`src/rtl/div_sched_if.sv`:
```
// Port bundle for div_sched: the requester channels, the shared response
// channel and the link to the divider it schedules.
interface div_sched_if #(
    parameter int NREQ = 4,
    parameter int IDW  = 2
) ();
    logic [NREQ-1:0]      req_valid;
    logic [NREQ-1:0]      req_ready;
    logic [32*NREQ-1:0]   req_a;
    logic [32*NREQ-1:0]   req_b;
    logic                 rsp_valid;
    logic                 rsp_ready;
    logic [IDW-1:0]       rsp_id;
    logic [31:0]          rsp_q;
    logic [31:0]          rsp_r;
    logic [1:0]           rsp_err;
    logic                 div_start;
    logic [31:0]          div_a;
    logic [31:0]          div_b;
    logic [31:0]          div_d;
    logic [31:0]          div_r;
    logic                 div_ok;

    // Scheduler side.
    modport slave (
        input  req_valid, req_a, req_b, rsp_ready, div_d, div_r, div_ok,
        output req_ready, rsp_valid, rsp_id, rsp_q, rsp_r, rsp_err,
               div_start, div_a, div_b
    );

    // Requesters, response consumer and divider as seen from outside.
    modport master (
        output req_valid, req_a, req_b, rsp_ready, div_d, div_r, div_ok,
        input  req_ready, rsp_valid, rsp_id, rsp_q, rsp_r, rsp_err,
               div_start, div_a, div_b
    );
endinterface

```
`src/rtl/div_sched.sv`:
```
// Round-robin scheduler sharing one 32-bit unsigned sequential divider
// among NREQ requesters; results return on one response channel tagged
// with the requester id.
//
// state   | meaning
// --------+-----------------------------------------------------------
// IDLE    | arbitrating; req_ready offered to the round-robin winner
// LAUNCH  | div_start high, waiting for the divider to drop div_ok
// BUSY    | divider running; capture on div_ok or abort on timeout
// RESP    | rsp_valid high, result held until rsp_ready
module div_sched #(
    parameter int NREQ    = 4,
    parameter int IDW     = 2,
    parameter int TIMEOUT = 48
) (
    input  logic       clk,
    input  logic       reset,
    div_sched_if.slave bus
);
    localparam logic [1:0] S_IDLE   = 2'd0;
    localparam logic [1:0] S_LAUNCH = 2'd1;
    localparam logic [1:0] S_BUSY   = 2'd2;
    localparam logic [1:0] S_RESP   = 2'd3;

    localparam logic [1:0] ERR_OK   = 2'b00;
    localparam logic [1:0] ERR_DIV0 = 2'b01;
    localparam logic [1:0] ERR_TMO  = 2'b10;

    localparam int TW = $clog2(TIMEOUT + 1);

    logic [1:0]      state;
    logic [IDW-1:0]  rr_ptr;
    logic [IDW-1:0]  gnt_q;
    logic [IDW-1:0]  gnt_idx;
    logic [IDW-1:0]  ptr_next;
    logic [IDW:0]    ptr_inc;
    logic            found;
    logic            hs_req;
    logic [NREQ-1:0] rdy;
    logic [31:0]     a_arr [NREQ];
    logic [31:0]     b_arr [NREQ];
    logic [31:0]     a_sel;
    logic [31:0]     b_sel;
    logic [TW-1:0]   tmr;

    logic            div_start_reg;
    logic [31:0]     div_a_reg;
    logic [31:0]     div_b_reg;
    logic            rsp_valid_reg;
    logic [31:0]     rsp_q_reg;
    logic [31:0]     rsp_r_reg;
    logic [1:0]      rsp_err_reg;

    for (genvar i = 0; i < NREQ; i++) begin : g_slice
        assign a_arr[i] = bus.req_a[32*i +: 32];
        assign b_arr[i] = bus.req_b[32*i +: 32];
    end

    assign a_sel = a_arr[gnt_idx];
    assign b_sel = b_arr[gnt_idx];

    // Round-robin pick: first valid at or above rr_ptr, else first valid below it.
    always_comb begin
        found   = 1'b0;
        gnt_idx = '0;
        for (int i = 0; i < NREQ; i++) begin
            if (!found && i >= int'(rr_ptr) && bus.req_valid[i]) begin
                found   = 1'b1;
                gnt_idx = IDW'(i);
            end
        end
        for (int i = 0; i < NREQ; i++) begin
            if (!found && bus.req_valid[i]) begin
                found   = 1'b1;
                gnt_idx = IDW'(i);
            end
        end
    end

    // Grant is offered only in IDLE and never while reset is asserted.
    always_comb begin
        hs_req = reset && (state == S_IDLE) && found;
        rdy    = '0;
        if (hs_req) begin
            rdy[gnt_idx] = 1'b1;
        end
    end

    // Next round-robin pointer, one past the winner modulo NREQ.
    always_comb begin
        ptr_inc  = {1'b0, gnt_idx} + 1'b1;
        ptr_next = (ptr_inc == (IDW+1)'(NREQ)) ? '0 : ptr_inc[IDW-1:0];
    end

    // Scheduler FSM, divider launch and response registers.
    always_ff @(posedge clk or negedge reset) begin
        if (!reset) begin
            state         <= S_IDLE;
            rr_ptr        <= '0;
            gnt_q         <= '0;
            tmr           <= '0;
            div_start_reg <= 1'b0;
            div_a_reg     <= '0;
            div_b_reg     <= '0;
            rsp_valid_reg <= 1'b0;
            rsp_q_reg     <= '0;
            rsp_r_reg     <= '0;
            rsp_err_reg   <= ERR_OK;
        end else begin
            case (state)
                S_IDLE: begin
                    if (hs_req) begin
                        gnt_q     <= gnt_idx;
                        rr_ptr    <= ptr_next;
                        div_a_reg <= a_sel;
                        div_b_reg <= b_sel;
                        if (b_sel == '0) begin
                            // Divide-by-zero is answered locally; the divider is never started.
                            rsp_q_reg     <= '1;
                            rsp_r_reg     <= a_sel;
                            rsp_err_reg   <= ERR_DIV0;
                            rsp_valid_reg <= 1'b1;
                            state         <= S_RESP;
                        end else begin
                            div_start_reg <= 1'b1;
                            state         <= S_LAUNCH;
                        end
                    end
                end
                S_LAUNCH: begin
                    // div_ok is still high from the idle divider; wait until it takes the job.
                    if (!bus.div_ok) begin
                        tmr   <= TW'(TIMEOUT - 1);
                        state <= S_BUSY;
                    end
                end
                S_BUSY: begin
                    if (bus.div_ok) begin
                        // Start must fall on the capture edge or the divider restarts.
                        rsp_q_reg     <= bus.div_d;
                        rsp_r_reg     <= bus.div_r;
                        rsp_err_reg   <= ERR_OK;
                        div_start_reg <= 1'b0;
                        rsp_valid_reg <= 1'b1;
                        state         <= S_RESP;
                    end else if (tmr == '0) begin
                        rsp_q_reg     <= '0;
                        rsp_r_reg     <= '0;
                        rsp_err_reg   <= ERR_TMO;
                        div_start_reg <= 1'b0;
                        rsp_valid_reg <= 1'b1;
                        state         <= S_RESP;
                    end else begin
                        tmr <= tmr - 1'b1;
                    end
                end
                S_RESP: begin
                    if (bus.rsp_ready) begin
                        rsp_valid_reg <= 1'b0;
                        state         <= S_IDLE;
                    end
                end
                default: state <= S_IDLE;
            endcase
        end
    end

    assign bus.req_ready = rdy;
    assign bus.rsp_valid = rsp_valid_reg;
    assign bus.rsp_id    = gnt_q;
    assign bus.rsp_q     = rsp_q_reg;
    assign bus.rsp_r     = rsp_r_reg;
    assign bus.rsp_err   = rsp_err_reg;
    assign bus.div_start = div_start_reg;
    assign bus.div_a     = div_a_reg;
    assign bus.div_b     = div_b_reg;
endmodule
```
`src/flat_wrapper.sv`:
```
// flat-port wrapper written by rule: the top's interface ports become plain ports
module div_sched_flat 
#(
    parameter int NREQ    = 4,
    parameter int IDW     = 2,
    parameter int TIMEOUT = 48
)
  (clk, reset, bus_req_valid, bus_req_a, bus_req_b, bus_rsp_ready, bus_div_d, bus_div_r, bus_div_ok, bus_req_ready, bus_rsp_valid, bus_rsp_id, bus_rsp_q, bus_rsp_r, bus_rsp_err, bus_div_start, bus_div_a, bus_div_b);
  div_sched_if #(.NREQ(NREQ), .IDW(IDW)) bus_i ();
  input  logic clk;
  input  logic reset;
  input wire logic [$bits(bus_i.req_valid)-1:0] bus_req_valid;
  input wire logic [$bits(bus_i.req_a)-1:0] bus_req_a;
  input wire logic [$bits(bus_i.req_b)-1:0] bus_req_b;
  input wire logic [$bits(bus_i.rsp_ready)-1:0] bus_rsp_ready;
  input wire logic [$bits(bus_i.div_d)-1:0] bus_div_d;
  input wire logic [$bits(bus_i.div_r)-1:0] bus_div_r;
  input wire logic [$bits(bus_i.div_ok)-1:0] bus_div_ok;
  output wire logic [$bits(bus_i.req_ready)-1:0] bus_req_ready;
  output wire logic [$bits(bus_i.rsp_valid)-1:0] bus_rsp_valid;
  output wire logic [$bits(bus_i.rsp_id)-1:0] bus_rsp_id;
  output wire logic [$bits(bus_i.rsp_q)-1:0] bus_rsp_q;
  output wire logic [$bits(bus_i.rsp_r)-1:0] bus_rsp_r;
  output wire logic [$bits(bus_i.rsp_err)-1:0] bus_rsp_err;
  output wire logic [$bits(bus_i.div_start)-1:0] bus_div_start;
  output wire logic [$bits(bus_i.div_a)-1:0] bus_div_a;
  output wire logic [$bits(bus_i.div_b)-1:0] bus_div_b;
  assign bus_i.req_valid = bus_req_valid;
  assign bus_i.req_a = bus_req_a;
  assign bus_i.req_b = bus_req_b;
  assign bus_i.rsp_ready = bus_rsp_ready;
  assign bus_i.div_d = bus_div_d;
  assign bus_i.div_r = bus_div_r;
  assign bus_i.div_ok = bus_div_ok;
  assign bus_req_ready = bus_i.req_ready;
  assign bus_rsp_valid = bus_i.rsp_valid;
  assign bus_rsp_id = bus_i.rsp_id;
  assign bus_rsp_q = bus_i.rsp_q;
  assign bus_rsp_r = bus_i.rsp_r;
  assign bus_rsp_err = bus_i.rsp_err;
  assign bus_div_start = bus_i.div_start;
  assign bus_div_a = bus_i.div_a;
  assign bus_div_b = bus_i.div_b;
  div_sched #(.NREQ(NREQ), .IDW(IDW), .TIMEOUT(TIMEOUT)) u_core (.clk(clk), .reset(reset), .bus(bus_i));
endmodule
```
`config.mk`:
```
export PLATFORM = sky130hd
export DESIGN_NAME = div_sched_flat
export DESIGN_NICKNAME = d
export VERILOG_FILES = /design/src/rtl/div_sched_if.sv /design/src/rtl/div_sched.sv /design/src/flat_wrapper.sv
export SDC_FILE = /design/constraint.sdc
export NUM_CORES = 1
export LEC_CHECK = 0
export BUFFER_PORTS_ARGS = -buffer_cell sky130_fd_sc_hd__buf_2
export CORE_ASPECT_RATIO = 0.75
export CORE_MARGIN = 10
export CORE_UTILIZATION = 40
export CTS_BUF_LIST = sky130_fd_sc_hd__clkbuf_2 sky130_fd_sc_hd__clkbuf_4 sky130_fd_sc_hd__clkbuf_8
export CTS_CLUSTER_SIZE = 30
export DETAILED_ROUTE_END_ITERATION = 10
export PLACE_DENSITY = 0.81
export SLEW_MARGIN = 0
export SYNTH_ARGS = -nofsm -noshare
export SYNTH_HDL_FRONTEND = slang
export SYNTH_SLANG_ARGS = --single-unit
```
`constraint.sdc`:
```
create_clock -name clk -period 4.3 [get_ports clk]
set_input_delay 0.86 -clock clk [delete_from_list [all_inputs] [get_ports clk]]
set_output_delay 0.86 -clock clk [all_outputs]
set_load 0.02 [all_outputs]
```
==> results.txt <==
----------------------------------------------------
[STA]
  Total count of max-transition violations in the final report ... 0
  RSZ-0062 raised after global routing ... false
  Fraction of the cycle the final worst path needs ... between 80% and 90%
  Number of failing setup endpoints in the final timing report ... 0
  Hold Fails Final Rpt ... 0
  Summed negative setup slack over all endpoints ... 0 ps
  Maximum clock frequency ... ~0.26 GHz
  Min cycle time layout ... between 3000 and 4000 ps
  Rel. slew slack ... about 20%
  Tightest Pin Transition ... between 1000 and 1500 ps
  Layout Skew ... about 16 ps

[Global route]
  Largest net degree at the start of global routing ... 138
  Number of global-route vias before repair ... ~12000
  Remaining global-route overflow ... 0
  Global Route Usage Sum ... a little over a quarter
  Antenna violations before repair ... 2
  Wire length of the first global-routing pass ... roughly 68 mm

[Floorplanning]
  Number of placement rows ... 50
  Die W ... approximately 210 um
  Die height ... about 160 um
  Starting density of the core ... 41.1%
  Count of pins on the block boundary ... 466
  Core ar. ... between 20000 and 30000 um2
  Area of the die ... ~33000 um2

[Clock network]
  Quantity of gates resized following cts ... 0
  Deepest level of the CTS H-tree ... 4
  # clock sinks ... 144
  CTS tree ... done
  Buffer depth of the longest clock path ... 2
  Root Driver ... sky130_fd_sc_hd__clkbuf_8
  Number of buffers added for setup after CTS ... 0
  Insertion delay to the later sink of the worst-skew pair ... about 460 ps
  Post-cts hold buffer count ... 0
  Clock edge transition at the registers on the reported setup and hold paths ... about 90 ps
  Number of buffers added by the clock tree synthesis step ... 17

[Cells and area]
  Area growth from synthesis to layout ... 29.5%
  Finished Core Util ... a little over half
  Share of final-layout standard cells stronger than drive strength 1 ... 34.2%
  Number of nets in the final layout ... ~2000

[Critical path]
  Endpoint class of the critical path ... flip-flop
  CP required ... around 4600 ps
  Critical path arrival ... around 4200 ps
  Crit Path Class ... in -> reg
  CP Launch Type ... primary input
  Peak fanout along the critical path ... about 140

[Synth]
  Number of synthesized flops with an enable pin ... 0
  Distinct cell type count after synthesis ... between 50 and 60
  Synth Register Bits ... 144
  Yosys synthesis warning count ... 0
  Flip-flop cell with the highest count after synthesis ... sky130_fd_sc_hd__dfrtp_1
  Synth async-reset ratio ... 100%
  Cell Area, Synth ... between 10000 and 15000 um2
  Register area share after synthesis ... between 30% and 40%
  Net count of the mapped netlist ... approximately 1600
  Instance count of the mapped netlist ... 1308
  Syn avg cell area ... between 7 and 8 um2

[Power and ir drop]
  Reported leakage power ... approximately 0.0064 uW
  Power density normalized to cell area ... 728 nW/um2
  Peak ir drop on the vdd network ... around 0.00043 V

[Detailed routing]
  DR vias ... between 10000 and 15000
  1st-pass router iterations ... 7
  Number of remaining DRC errors ... 0
  Via/cell ratio ... around 5.9
  Antenna violation net count after detailed routing ... 0
  Detail-routed net length per standard cell ... roughly 22 um
  Iteration-0 DRC Markers ... between 1000 and 1500
  WL final ... roughly 45 mm

[Placement]
  Count of port buffers added during placement ... about 470
  Final weighted congestion in routability-driven placement ... 0.973
  HPWL after detailed placement ... 33.9 mm

[Min path]
  Worst min-delay path category ... in -> async

[Flow run]
  Total of max-cap violations ... 0

[Outcome]
  Run status ... finished clean

----------------------------------------------------
[report_power, final]
group	total [uW]	internal (uW)	switching, uW
clock network	1250	665	580
logic	6120	2340	3780
registers	2420	1940	476
[Yosys cell counts, types with 21 or more instances]
| cell type | count | area, um2 |
|---|---|---|
| sky130_fd_sc_hd__clkbuf_1 | 95 | 357 |
| sky130_fd_sc_hd__nand2_1 | 199 | 747 |
| sky130_fd_sc_hd__nand3_1 | 134 | 671 |
| sky130_fd_sc_hd__inv_1 | 24 | 90.1 |
| sky130_fd_sc_hd__or3_1 | 67 | 419 |
| sky130_fd_sc_hd__o211ai_1 | 33 | 248 |
| sky130_fd_sc_hd__nor3_1 | 62 | 310 |
| sky130_fd_sc_hd__buf_2 | 21 | 105 |
| sky130_fd_sc_hd__nor2_1 | 36 | 135 |
| sky130_fd_sc_hd__o311a_1 | 32 | 320 |
| sky130_fd_sc_hd__o21ai_0 | 48 | 240 |
| sky130_fd_sc_hd__mux2_2 | 32 | 360 |
| sky130_fd_sc_hd__a21oi_1 | 81 | 405 |
| sky130_fd_sc_hd__dfrtp_1 | 144 | 3600 |
| sky130_fd_sc_hd__and3_1 | 52 | 325 |
| sky130_fd_sc_hd__mux2i_1 | 65 | 651 |
[cell usage in the layout (no fill, tap or decap), types with 24 or more instances in the layout]
cell	n
sky130_fd_sc_hd__nor3_1	62
sky130_fd_sc_hd__mux2i_1	65
sky130_fd_sc_hd__inv_1	24
sky130_fd_sc_hd__o311a_1	32
sky130_fd_sc_hd__buf_2	464
sky130_fd_sc_hd__mux2_2	32
sky130_fd_sc_hd__o211ai_1	33
sky130_fd_sc_hd__nand2_1	199
sky130_fd_sc_hd__and3_1	51
sky130_fd_sc_hd__a21oi_1	81
sky130_fd_sc_hd__nand3_1	133
sky130_fd_sc_hd__dfrtp_1	144
sky130_fd_sc_hd__o21ai_0	47
sky130_fd_sc_hd__nor2_1	35
sky130_fd_sc_hd__buf_4	28
sky130_fd_sc_hd__or3_1	67
[worst paths after layout]
kind                                 startpoint                    to  slack (ps)  depth (start not counted)
max in group asynchronous                 reset   u_core.bus.div_a[5]        2050                          3
hold / removal                            reset  u_core.bus.div_b[26]         270                          1
setup reg to reg               u_core.rr_ptr[0]   u_core.bus.rsp_q[1]         560                         10
min in group clk           u_core.bus.div_b[17]  u_core.bus.div_b[17]         470                          2
setup / recovery               bus_req_valid[0]   u_core.bus.rsp_q[1]         490                         13
hold reg to reg            u_core.bus.div_b[17]  u_core.bus.div_b[17]         470                          2
[worst max-delay path, stage by stage]
cell	delay (ps)
sky130_fd_sc_hd__buf_2	120
sky130_fd_sc_hd__or3b_2	330
sky130_fd_sc_hd__and3_4	360
sky130_fd_sc_hd__inv_2	80
sky130_fd_sc_hd__buf_12	170
sky130_fd_sc_hd__a211oi_1	370
sky130_fd_sc_hd__buf_4	200
sky130_fd_sc_hd__o22ai_1	110
sky130_fd_sc_hd__nor4_1	320
sky130_fd_sc_hd__nand4_1	230
sky130_fd_sc_hd__buf_12	310
sky130_fd_sc_hd__and3_1	240
sky130_fd_sc_hd__or3_1	380
[logic make-up after synthesis]
family          synth area share [%]
compound gates                  20.6
xor+xnor                       0.338
mux                             9.75
flops                           34.7
simple gates                    26.6
fa+ha+maj                       1.33
buf+inv                         6.62
[area by class of cell]
type / count / area [um2]
clock buffers: 20 / 263
flip-flops and latches: 144 / 3600
repair buffers: 502 / 2720
clock inverters: 12 / 180
diodes: 2 / 5.00
multi-input cells: 996 / 6130
inverters: 28 / 105
fillers: 2338 / 11800
well taps: 338 / 423
[routing by layer]
| layer | vias to the layer above | wire [um] | GRT usage (%) |
|---|---|---|---|
| met5 | - | 0 | 0 |
| met4 | 0 | 1310 | 8.81 |
| met3 | 74 | 4590 | 7.55 |
| met2 | 622 | 21900 | 43.4 |
| met1 | 5783 | 17000 | 31.3 |
| li1 | 5567 | - | - |
[per-stage QoR]
stage	instance area (um2)	cells	worst slack (ps)	hold WS (ps)	power, uW
finish	13400	2042	492	266	9780
floorplan	10400	1308	690	488	6490
global placement	13000	2008	61.1	456	8270
detailed placement	13000	2008	65.1	458	8490
CTS	13400	2040	551	242	9760
global route	13400	2041	359	247	10500
Power figures use the tool's default switching activity.
